<file path="src/rtl/cpu_pkg.sv">
// Shared CPU front-end widths and the fetch queue entry layout.
package cpu_pkg;

   localparam int unsigned PC_W    = 11;
   localparam int unsigned INSTR_W = 32;

   // One fetched word together with the address it came from
   typedef struct packed {
      logic [INSTR_W-1:0] instr;
      logic [PC_W-1:0]    pc;
   } fetch_entry_t;

endpackage : cpu_pkg

</file>
<file path="src/rtl/fetch_queue.sv">
// Instruction fetch queue between instruction memory and decode.
// A circular buffer with a skid reserve, so that fetches already in flight
// when fifo_full rises still find a free entry. A flush (taken branch)
// empties the queue in one edge and discards any wrong-path word.
module fetch_queue
   import cpu_pkg::*;
#(
   parameter int unsigned DEPTH = 8,
   parameter int unsigned SKID  = 1
)
(
   input  logic                   clk,
   input  logic                   reset,
   input  logic                   wr_valid,
   input  logic [INSTR_W-1:0]     wr_instr,
   input  logic [PC_W-1:0]        wr_pc,
   input  logic                   flush,
   input  logic                   rd_ready,
   output logic                   rd_valid,
   output logic [INSTR_W-1:0]     rd_instr,
   output logic [PC_W-1:0]        rd_pc,
   output logic                   fifo_full,
   output logic [$clog2(DEPTH):0] count,
   output logic                   overflow
);

   localparam int unsigned AW = $clog2(DEPTH);
   localparam int unsigned CW = AW + 1;

   fetch_entry_t      r_mem [DEPTH];
   logic [AW-1:0]     r_wr_ptr;
   logic [AW-1:0]     r_rd_ptr;
   logic [CW-1:0]     r_count;
   logic              r_overflow;

   logic              w_rd_valid;
   logic              w_pop;
   logic              w_push;
   logic              w_drop;
   fetch_entry_t      w_head;

   // Handshake decode; a full queue still accepts a write when the head leaves
   always_comb begin
      w_rd_valid = (r_count != '0);
      w_pop      = w_rd_valid & rd_ready & ~flush;
      w_push     = wr_valid & ~flush & ((r_count < CW'(DEPTH)) | w_pop);
      w_drop     = wr_valid & ~flush & ~w_push;
      w_head     = r_mem[r_rd_ptr];
   end

   // Entry storage; contents are deliberately not reset
   always_ff @(posedge clk) begin
      if (!reset && w_push) begin
         r_mem[r_wr_ptr] <= '{instr: wr_instr, pc: wr_pc};
      end
   end

   // Pointers, occupancy and the sticky overflow flag
   always_ff @(posedge clk) begin
      if (reset) begin
         r_wr_ptr   <= '0;
         r_rd_ptr   <= '0;
         r_count    <= '0;
         r_overflow <= 1'b0;
      end else if (flush) begin
         r_wr_ptr   <= '0;
         r_rd_ptr   <= '0;
         r_count    <= '0;
      end else begin
         if (w_push) begin
            r_wr_ptr <= r_wr_ptr + AW'(1);
         end
         if (w_pop) begin
            r_rd_ptr <= r_rd_ptr + AW'(1);
         end
         r_count <= r_count + CW'(w_push) - CW'(w_pop);
         if (w_drop) begin
            r_overflow <= 1'b1;
         end
      end
   end

   assign rd_valid  = w_rd_valid;
   assign rd_instr  = w_head.instr;
   assign rd_pc     = w_head.pc;
   assign fifo_full = (r_count >= CW'(DEPTH - SKID));
   assign count     = r_count;
   assign overflow  = r_overflow;

endmodule : fetch_queue

</file>
<file path="config.mk">
export PLATFORM = sky130hd
export DESIGN_NAME = fetch_queue
export DESIGN_NICKNAME = d
export VERILOG_FILES = /design/src/rtl/cpu_pkg.sv /design/src/rtl/fetch_queue.sv
export SDC_FILE = /design/constraint.sdc
export NUM_CORES = 1
export LEC_CHECK = 0
export CORE_ASPECT_RATIO = 0.8
export CORE_UTILIZATION = 40
export DETAILED_ROUTE_END_ITERATION = 8
export DONT_BUFFER_PORTS = 1
export GPL_ROUTABILITY_DRIVEN = 0
export SETUP_SLACK_MARGIN = 0.02
export SYNTH_ARGS = -nofsm -noshare
export SYNTH_HDL_FRONTEND = slang
export SYNTH_SLANG_ARGS = --single-unit
</file>
<file path="constraint.sdc">
create_clock -name clk -period 9.55 [get_ports clk]
set_input_delay 1.91 -clock clk [delete_from_list [all_inputs] [get_ports clk]]
set_output_delay 1.91 -clock clk [all_outputs]
set_load 0.02 [all_outputs]
</file>
Yosys cells after proc, flatten, opt, wreduce, memory -nomap -nowiden
Memory sizes are Yosys's and may differ from the RTL's. A register that Yosys moved wholly into a read port is not among the register bits.
Index checks and enable logic that the tools add are counted.
- bits in registers: 11
- bits in latches: 0
- bits in writable memories: 344
- memory bits (read-only): 0
- bits of input ports: 48
- output and inout bits: 50
- word-level logic and storage cells: 28
- memories: 1
- memory list (memory ; depth ; bits a word ; rd ports ; clocked after Yosys merged registers in ; write ports ; line ; RTL):
    r_mem ; 8 ; 43 ; 1 ; 1 ; 1 ; fetch_queue.sv:30 ; fetch_entry_t r_mem [DEPTH];
- $add $sub $neg: 4
- multiply operators: 0
- div/mod/pow operators: 0
- order comparisons: 2
- equality and inequality tests: 0
- shifts and indexed selects: 0
- multiplexer cells: 4
- bitwise gates (word level): 8
- reductions and logical operators: 5
- operators with widths (kind ; count):
    $add A3 B1 Y3 const B ; 2
    $mux W3 ; 2
    $and A1 B1 Y1 ; 5
    $add A4 B1 Y4 ; 1
    $ge A4 B3 Y1 const B ; 1
    $lt A4 B4 Y1 const B ; 1
    $reduce_bool A4 Y1 ; 1
    $sub A4 B1 Y4 ; 1
    $mux W1 ; 2
    $not A1 Y1 ; 2
    $reduce_and A2 Y1 ; 1
    $reduce_or A2 Y1 ; 1
    $logic_and A1 B1 Y1 ; 1
    $logic_not A1 Y1 ; 1
    $or A1 B1 Y1 ; 1

Depth between registers and ports, before layout
Gate-level depths: netlist of the first run.
- word-level depth: 8
- gate-level depth with buffers: 11
- gate-level depth less buffers: 11

Worst setup path before layout of the first run
Ideal clock, no wire load.
- kind: input-to-reg
- start point: input wr_valid
- end point: memory r_mem[4][0] in the netlist's numbering, enable pin
- setup time: 0.550 ns
- arrival: 6.537 ns
- required time: 9.000 ns
- path slack: 2.462 ns
- stages on the path: 3
- buffers on the path: 0
- cell sequence: nor2b_1 > o211ai_2 > nor4_1
- word-level cells in the longest chain between the ends: 5
- RTL lines (item ; line ; RTL):
    from (decl) ; fetch_queue.sv:14 ; input logic wr_valid,
    $and A1 B1 Y1 (2 in series) ; fetch_queue.sv:46 ; w_push = wr_valid & ~flush & ((r_count < CW'(DEPTH)) | w_pop);
    $logic_and A1 B1 Y1 ; fetch_queue.sv:53 ; if (!reset && w_push) begin
    $mux W1 ; fetch_queue.sv:53 ;
    $mux W1 (not written as such) ; fetch_queue.sv:54 ; r_mem[r_wr_ptr] <= '{instr: wr_instr, pc: wr_pc};
    to (decl) ; fetch_queue.sv:30 ;
No other way between the ends.

==> impl_metrics.toml, run 1 <==
[die]
initial_utilization = 0.411
fp-row-count = 60
coreArea_mm2 = 0.0340
die_area_mm2 = 0.0357
io-pin-count = 98
die_w_um = 211
die_y_um = 169

[clock_tree]
clockRootBuffer = "clkbuf_16"
numCtsBuffers = 36
postCtsResizedCells = 0
h-tree-depth = 2
cts.sinks = 358
hold_buffers = 0
clkTransAtPathRegs_ns = 0.06
clock_latency_ns = 0.51
cts_buffer_depth = 3
tritoncts = "built"
cts_setup_buffers = 0

[timing]
clock.fmax_ghz = 0.193
tightest_slew_ns = 1.05
min_period_ns = 5.17
finalHoldViolCount = 0
setup_viol = 0
drv_slew = 0
rsz0062_at_grt = "no"
setup_ws_ns = 4.38
finalSetupTns_ns = 0
fin_worst_skew_ns = 0.0179
fin_crit_sh = 0.541
max_slew_margin = 0.300

[setup_path]
r2r_end = "r_mem[5][13]"
r2r_slack_ns = 6.68
slowest_delay_ns = 1.05
crit_path_end_kind = "output port"
reg2reg_depth = 7
critPathLaunchType = "flop"
critPathRequiredTime_ns = 7.64
crit_path_top_delay_cell = "dfxtp_4"
crit_end = "rd_instr[18]"
cp_max_fo = 53
worst_ep_arrival_time_ns = 3.26
crit_type = "flop to output port"
reg2reg_from = "count[3]"
cp_cell_sequence = "buf_4 -> mux4_1 -> mux2_4"

[yosys]
synth-seq-cells = 358
syn_avg_cell_area_um2 = 23.7
yosys-top-cells-area = "edfxtp_1, mux4_2, mux2_4"
yosysSeqAreaShare = 0.760
synth_area_leader_cell = "edfxtp_1"
yosysWarnings = 0
netlist_area_mm2 = 0.0140
ys_async_sr_fraction = 0
synth_cell_types = 39
synth_nets = 645
syn_inst = 588
synth_edf_count = 344
synth.top_cell.area_share = 0.740
yosys_most_used_dff = "edfxtp_1"

[outcome]
status = "complete, no violations"

[detailed_routing]
firstDrtPassIters = 4
routed-via-count = 5884
finalWirelength_mm = 26.4
via_per_inst = 5.34
wl_per_cell_um = 23.9
route.detailed.drc = 0
ant_nets = 0
drtIter0Drc = 305

[power]
p_leak_nw = 4.78
peakVddDrop_mv = 0.163
power_density_mw_per_mm2 = 202

[finish]
finish.net_count = 667
area_growth_pct = 11.7
layout_common_cells = "edfxtp_1, mux4_2, mux2_4, clkbuf_16, mux4_1"
final_common_cell = "edfxtp_1"
final_cells = 1102
final_util = 0.459
antennaDiodeCount = 0
drive_gt1_frac = 0.289

[place]
dp.cells = 1037
pre_cts_slack_ns = 4.80
io_buffers = 0
place_hpwl_mm = 13.6

[global_route]
grt_pass1_vias = 6450
grt_antenna_before_repair = 0
grt_pass1_wl_mm = 39.9
grt_max_degree = 57
grt_overflow = 0
globalRouteTotalUtil = 0.153

[min_path]
hold_path_class = "flop to flop"

[run]
cap_viol_max_count = 0
per-layer routing:
layer,GRT usage,vias to the layer above,wire [um]
li1,-,2537,-
met5,0,-,0
met1,0.185,3165,10600
met3,0.0532,43,1970
met2,0.260,139,13300
met4,0.0438,0,516
cell usage after synthesis, types with 6 or more instances:
| cell type | instances |
|---|---|
| mux2_4 | 40 |
| dfxtp_1 | 14 |
| mux4_1 | 18 |
| ha_1 | 8 |
| inv_1 | 7 |
| buf_2 | 6 |
| nor3_1 | 6 |
| nand2_1 | 8 |
| edfxtp_1 | 344 |
| mux4_2 | 68 |
| a21oi_1 | 7 |
| clkbuf_1 | 10 |
where the power goes:
part | switching, W | internal (W)
clock network | 0.000554 | 0.000790
logic | 0.0000359 | 0.0000280
registers | 0.00000678 | 0.00173
total | 0.000597 | 0.00255
flip-flops by register name, indices dropped and copies added (netlist names), named ones only:
register and count:
r_wr_ptr 3, r_mem 344, overflow 1, count 4, r_rd_ptr 3
final cells by class:
class | count | area (um^2)
Tap cell | 465 | 582
Clock buffer | 42 | 945
Inverter | 9 | 33.8
Multi-Input combinational cell | 195 | 3150
Fill cell | 2776 | 18400
Sequential cell | 358 | 10600
Timing Repair Buffer | 10 | 75.1
Clock inverter | 23 | 186
worst min-delay path by stage:
stage                           start   end  depth (start not counted)
after floorplan           r_rd_ptr[2]  flop                          2
after global placement    r_rd_ptr[2]  flop                          2
after detailed placement  r_rd_ptr[2]  flop                          2
after CTS                 r_rd_ptr[2]  flop                          2
after global routing      r_rd_ptr[2]  flop                          2
final                     r_rd_ptr[2]  flop                          2
worst max-delay path: cells and delay by family (launching register included):
family / cells / cell delay [ns]
buffers and inverters: 1 / 0.68
muxes: 2 / 0.96
DFF: 1 / 1.05
cells by family after synthesis:
logic type               Yosys count  share of synthesized area
AO/OA/AOI/OAI                     14                    0.00654
AND/OR/NAND/NOR                   38                     0.0150
flip-flops                       358                      0.760
adder cells (fa/ha/maj)            9                    0.00860
XOR/XNOR                           1                   0.000627
multiplexers                     133                      0.192
buffers and inverters             35                     0.0174
metrics by stage:
stage	total power, W	hold slack (ns)	cell area (um^2)
after floorplan	0.00182	0.453	14000
after global placement	0.00183	0.455	14500
after detailed placement	0.00184	0.472	14500
after CTS	0.00318	0.483	15600
after global routing	0.00325	0.520	15600
final	0.00314	0.480	15600
Power figures use the tool's default switching activity.
==> run 2, diff against run 1 <==
Clock period 9.55 ns to 4.78 ns, I/O delays scaled along.
==> run 2 against run 1 <==
Effect of this change:
- critical path type unchanged
- sequential share of layout area down 1.1 points
- power up 110%
- critical path depth unchanged
- final cell count about the same
- highest routed layer unchanged
==> impl_metrics.toml, run 2 (synthesized netlist as in run 1, its figures left out) <==
[outcome]
status = "complete, no violations"

[setup_path]
worst_ep_arrival_time_ns = 2.66
reg2reg_from = "count[3]"
cp_max_fo = 27
r2r_end = "r_mem[5][33]"
critPathRequiredTime_ns = 3.82
reg2reg_depth = 7
crit_path_end_kind = "output port"
r2r_slack_ns = 1.62
crit_type = "flop to output port"
critPathLaunchType = "flop"

[run]
cap_viol_max_count = 0

[clock_tree]
cts_setup_buffers = 0
postCtsResizedCells = 0
clock_latency_ns = 0.51
clockRootBuffer = "clkbuf_16"
clkTransAtPathRegs_ns = 0.06
h-tree-depth = 2
tritoncts = "built"
cts.sinks = 358
cts_buffer_depth = 3
numCtsBuffers = 36
hold_buffers = 0

[min_path]
hp-start = "r_rd_ptr[2]"
hold_path_class = "flop to flop"
whs_path_depth = 2

[power]
p_leak_nw = 4.88
power_density_mw_per_mm2 = 414
peakVddDrop_mv = 0.217

[die]
die_y_um = 169
coreArea_mm2 = 0.0340
io-pin-count = 98
fp-row-count = 60
initial_utilization = 0.411
die_w_um = 211
die_area_mm2 = 0.0357

[global_route]
grt_pass1_vias = 6430
grt_max_degree = 61
grt_pass1_wl_mm = 39.8
grt_overflow = 0
grt_antenna_before_repair = 0
globalRouteTotalUtil = 0.153

[detailed_routing]
drtIter0Drc = 356
route.detailed.drc = 0
wl_per_cell_um = 23.8
via_per_inst = 5.23
finalWirelength_mm = 26.2
routed-via-count = 5774
firstDrtPassIters = 4
ant_nets = 0

[place]
placed_cell_area_mm2 = 0.0146
io_buffers = 0
place_hpwl_mm = 14.8
dp.cells = 1042

[finish]
fill_cells = 2758
largest_reg_flops = 344
final_area_mm2 = 0.0159
layout_common_cells = "edfxtp_1, mux4_2, mux2_4, clkbuf_16, mux4_1"
drive_gt1_frac = 0.306
final_cells = 1103
finish.net_count = 672
top_register = "r_mem"
antennaDiodeCount = 0
area_growth_pct = 13.6
final_common_cell = "edfxtp_1"
final_util = 0.466

[timing]
clock.fmax_ghz = 0.277
fin_crit_sh = 0.756
drv_slew = 0
tightest_slew_ns = 1.00
max_slew_margin = 0.332
fin_worst_skew_ns = 0.0126
rsz0062_at_grt = "no"
finalHoldViolCount = 0
setup_viol = 0
finalSetupTns_ns = 0
hold_ws_ns = 0.488
min_period_ns = 3.62
-- run 2: cell types whose count changed in the layout (fill, tap and decap cells not counted), moves of 3 or more --
cell,previous run,this run
clkinv_1,12,4
bufinv_16,3,8
nor3_2,6,3
buf_12,0,6
nor3_4,0,3
-- run 2: critical path, stage by stage (launching register included) --
cell     delay [ns]
dfxtp_4        0.71
buf_4          0.49
mux4_1         0.60
mux2_4         0.33
-- run 2: stage by stage --
step,power (W),worst slack (ns)
after floorplan,0.00364,-0.158
after global placement,0.00367,1.62
after detailed placement,0.00367,1.58
after CTS,0.00665,1.04
after global routing,0.00676,0.950
final,0.00656,1.16
-- run 2: worst max-delay path by stage --
| stage | slack (ns) | endpoint |
|---|---|---|
| after floorplan | -0.16 | r_mem[2][0] |
| after global placement | 1.62 | rd_instr[11] |
| after detailed placement | 1.58 | r_mem[5][33] |
| after CTS | 1.04 | rd_instr[23] |
| after global routing | 0.95 | rd_instr[23] |
| final | 1.16 | rd_instr[11] |
-- run 2: area by class of cell --
class | count | area [um^2] | area share
inverter | 9 | 33.8 | 0.00213
clock buffer | 40 | 937 | 0.0591
tap | 465 | 582 | 0.0367
sequential | 358 | 10600 | 0.670
multi-input combinational | 195 | 3190 | 0.201
clock inverter | 21 | 307 | 0.0193
timing repair buffer | 15 | 188 | 0.0118
-- run 2: power by group --
group          switching (W)  total (W)  leakage (nW)  internal (W)
Clock                0.00112    0.00296         0.609       0.00184
Sequential         0.0000119    0.00347          3.21       0.00346
Combinational      0.0000751   0.000132          1.06     0.0000571
-- run 2: per-layer routing --
metal | share of wire | vias to the layer above | GRT usage
li1 | - | 2543 | -
met1 | 0.43 | 3063 | 0.197
met2 | 0.49 | 128 | 0.255
met3 | 0.067 | 40 | 0.0451
met4 | 0.017 | 0 | 0.0384
met5 | 0 | - | 0
==> run 3, diff against run 2 <==
Clock period 4.78 ns to 3.65 ns, I/O delays scaled along.
==> run 3 against run 2 <==
Effect of this change:
- via count grew 0.52%
- clock skew is essentially flat
- register-to-register slack lost 0.82 ns
- sequential share of layout area grew 0.75 points
- die area is the same
- worst hold slack lost 0.21 ns
- setup slack lost 0.55 ns
- highest routed layer unchanged
==> impl_metrics.toml, run 3 (synthesized netlist as in run 1, its figures left out) <==
[detailed_routing]
routed-via-count = 5804
ant_nets = 0
wl_met1_mm = 10.8
drtIter0Drc = 347
routed.top_layer = "met4"
firstDrtPassIters = 4
wl_per_cell_um = 23.5
wl_met3_mm = 1.63
finalWirelength_mm = 26.0
dr_wl_met2_mm = 13.2
route.detailed.drc = 0
via_per_inst = 5.25

[finish]
final_cells = 1106
area_growth_pct = 12.3
fill_cells = 2783
final_util = 0.461
antennaDiodeCount = 0
finish.net_count = 677
final_common_cell = "edfxtp_1"
top_register = "r_mem"
largest_reg_flops = 344
drive_gt1_frac = 0.303
final_area_mm2 = 0.0157
multi_input_area_mm2 = 0.00319
seqCellArea_mm2 = 0.0106
layout_common_cells = "edfxtp_1, mux4_2, mux2_4, clkbuf_16"

[timing]
clock.fmax_ghz = 0.330
max_slew_margin = 0.473
min_period_ns = 3.03
drv_slew = 0
rsz0062_at_grt = "no"
fin_worst_skew_ns = 0.0124
finalHoldViolCount = 0
finalSetupTns_ns = 0
tightest_slew_ns = 0.791
setup_viol = 0
fin_crit_sh = 0.831

[power]
power_density_mw_per_mm2 = 512
peakVddDrop_mv = 0.413
power_w = 0.00803
p_leak_nw = 4.81

[setup_path]
cp_cell_sequence = "buf_12 -> mux4_1 -> mux2_2"
critPathLaunchType = "flop"
cp.depth = 3
crit_path_top_delay_cell = "mux4_1"
crit_type = "flop to output port"
slowest_delay_ns = 0.58
critPathRequiredTime_ns = 2.92
critical-path-top-delay-family = "multiplexers"
crit_path_end_kind = "output port"
r2r_end = "count[2]"
crit_end = "rd_pc[0]"
reg2reg_from = "count[3]"
worst_ep_arrival_time_ns = 2.30
r2r_slack_ns = 0.80
cp_max_fo = 37
worst-path-buf-inv = 1
reg2reg_depth = 11

[clock_tree]
cts.sinks = 358
h-tree-depth = 2
tritoncts = "built"
cts_setup_buffers = 0
clkTransAtPathRegs_ns = 0.06
cts_buffer_depth = 3
numCtsBuffers = 34
postCtsResizedCells = 0
clock_latency_ns = 0.52
clockRootBuffer = "clkbuf_16"
hold_buffers = 0

[place]
place_hpwl_mm = 15.3
dp.cells = 1049
io_buffers = 0
placed_cell_area_mm2 = 0.0146

[global_route]
grt_pass1_wl_mm = 38.7
grt_max_degree = 44
grt_overflow = 0
grt_pass1_vias = 6397
globalRouteTotalUtil = 0.149
grt_antenna_before_repair = 0

[min_path]
hold_path_class = "input port to flop"
hp-start = "reset"

[outcome]
status = "complete, no violations"

[run]
cap_viol_max_count = 0

[die]
die_w_um = 211
die_area_mm2 = 0.0357
io-pin-count = 98
die_y_um = 169
fp-row-count = 60
coreArea_mm2 = 0.0340
initial_utilization = 0.411
-- run 3: where the power goes --
| group | total, W | internal [W] | switching (W) |
|---|---|---|---|
| Sequential | 0.00454 | 0.00453 | 0.0000150 |
| Combinational | 0.000179 | 0.0000768 | 0.000102 |
| Clock | 0.00331 | 0.00190 | 0.00141 |
| Total | 0.00803 | 0.00650 | 0.00153 |
-- run 3: final cells by class --
cell class / count / area share
multi-input cells: 195 / 0.203
flip-flops and latches: 358 / 0.677
clock inverters: 15 / 0.00614
clock buffers: 42 / 0.0602
well taps: 465 / 0.0371
repair buffers: 22 / 0.0137
inverters: 9 / 0.00215
-- run 3: worst min-delay path by stage --
stage | to | slack [ns] | depth (start not counted)
after global placement | flop | 0.46 | 2
after floorplan | flop | 0.45 | 2
after detailed placement | flop | 0.47 | 2
final | overflow | 0.27 | 1
after global routing | overflow | 0.26 | 1
after CTS | overflow | 0.25 | 1
-- run 3: per-stage QoR --
stage | hold slack (ns) | worst slack (ns)
floorplan | 0.453 | -1.13
global placement | 0.464 | 0.912
detailed placement | 0.474 | 0.846
CTS | 0.251 | 0.523
global route | 0.260 | 0.497
finish | 0.274 | 0.615
-- run 3: metal layers --
metal	up-vias	GRT usage
li1	2550	-
met5	-	0
met1	3087	0.185
met2	134	0.257
met4	0	0.0391
met3	33	0.0416
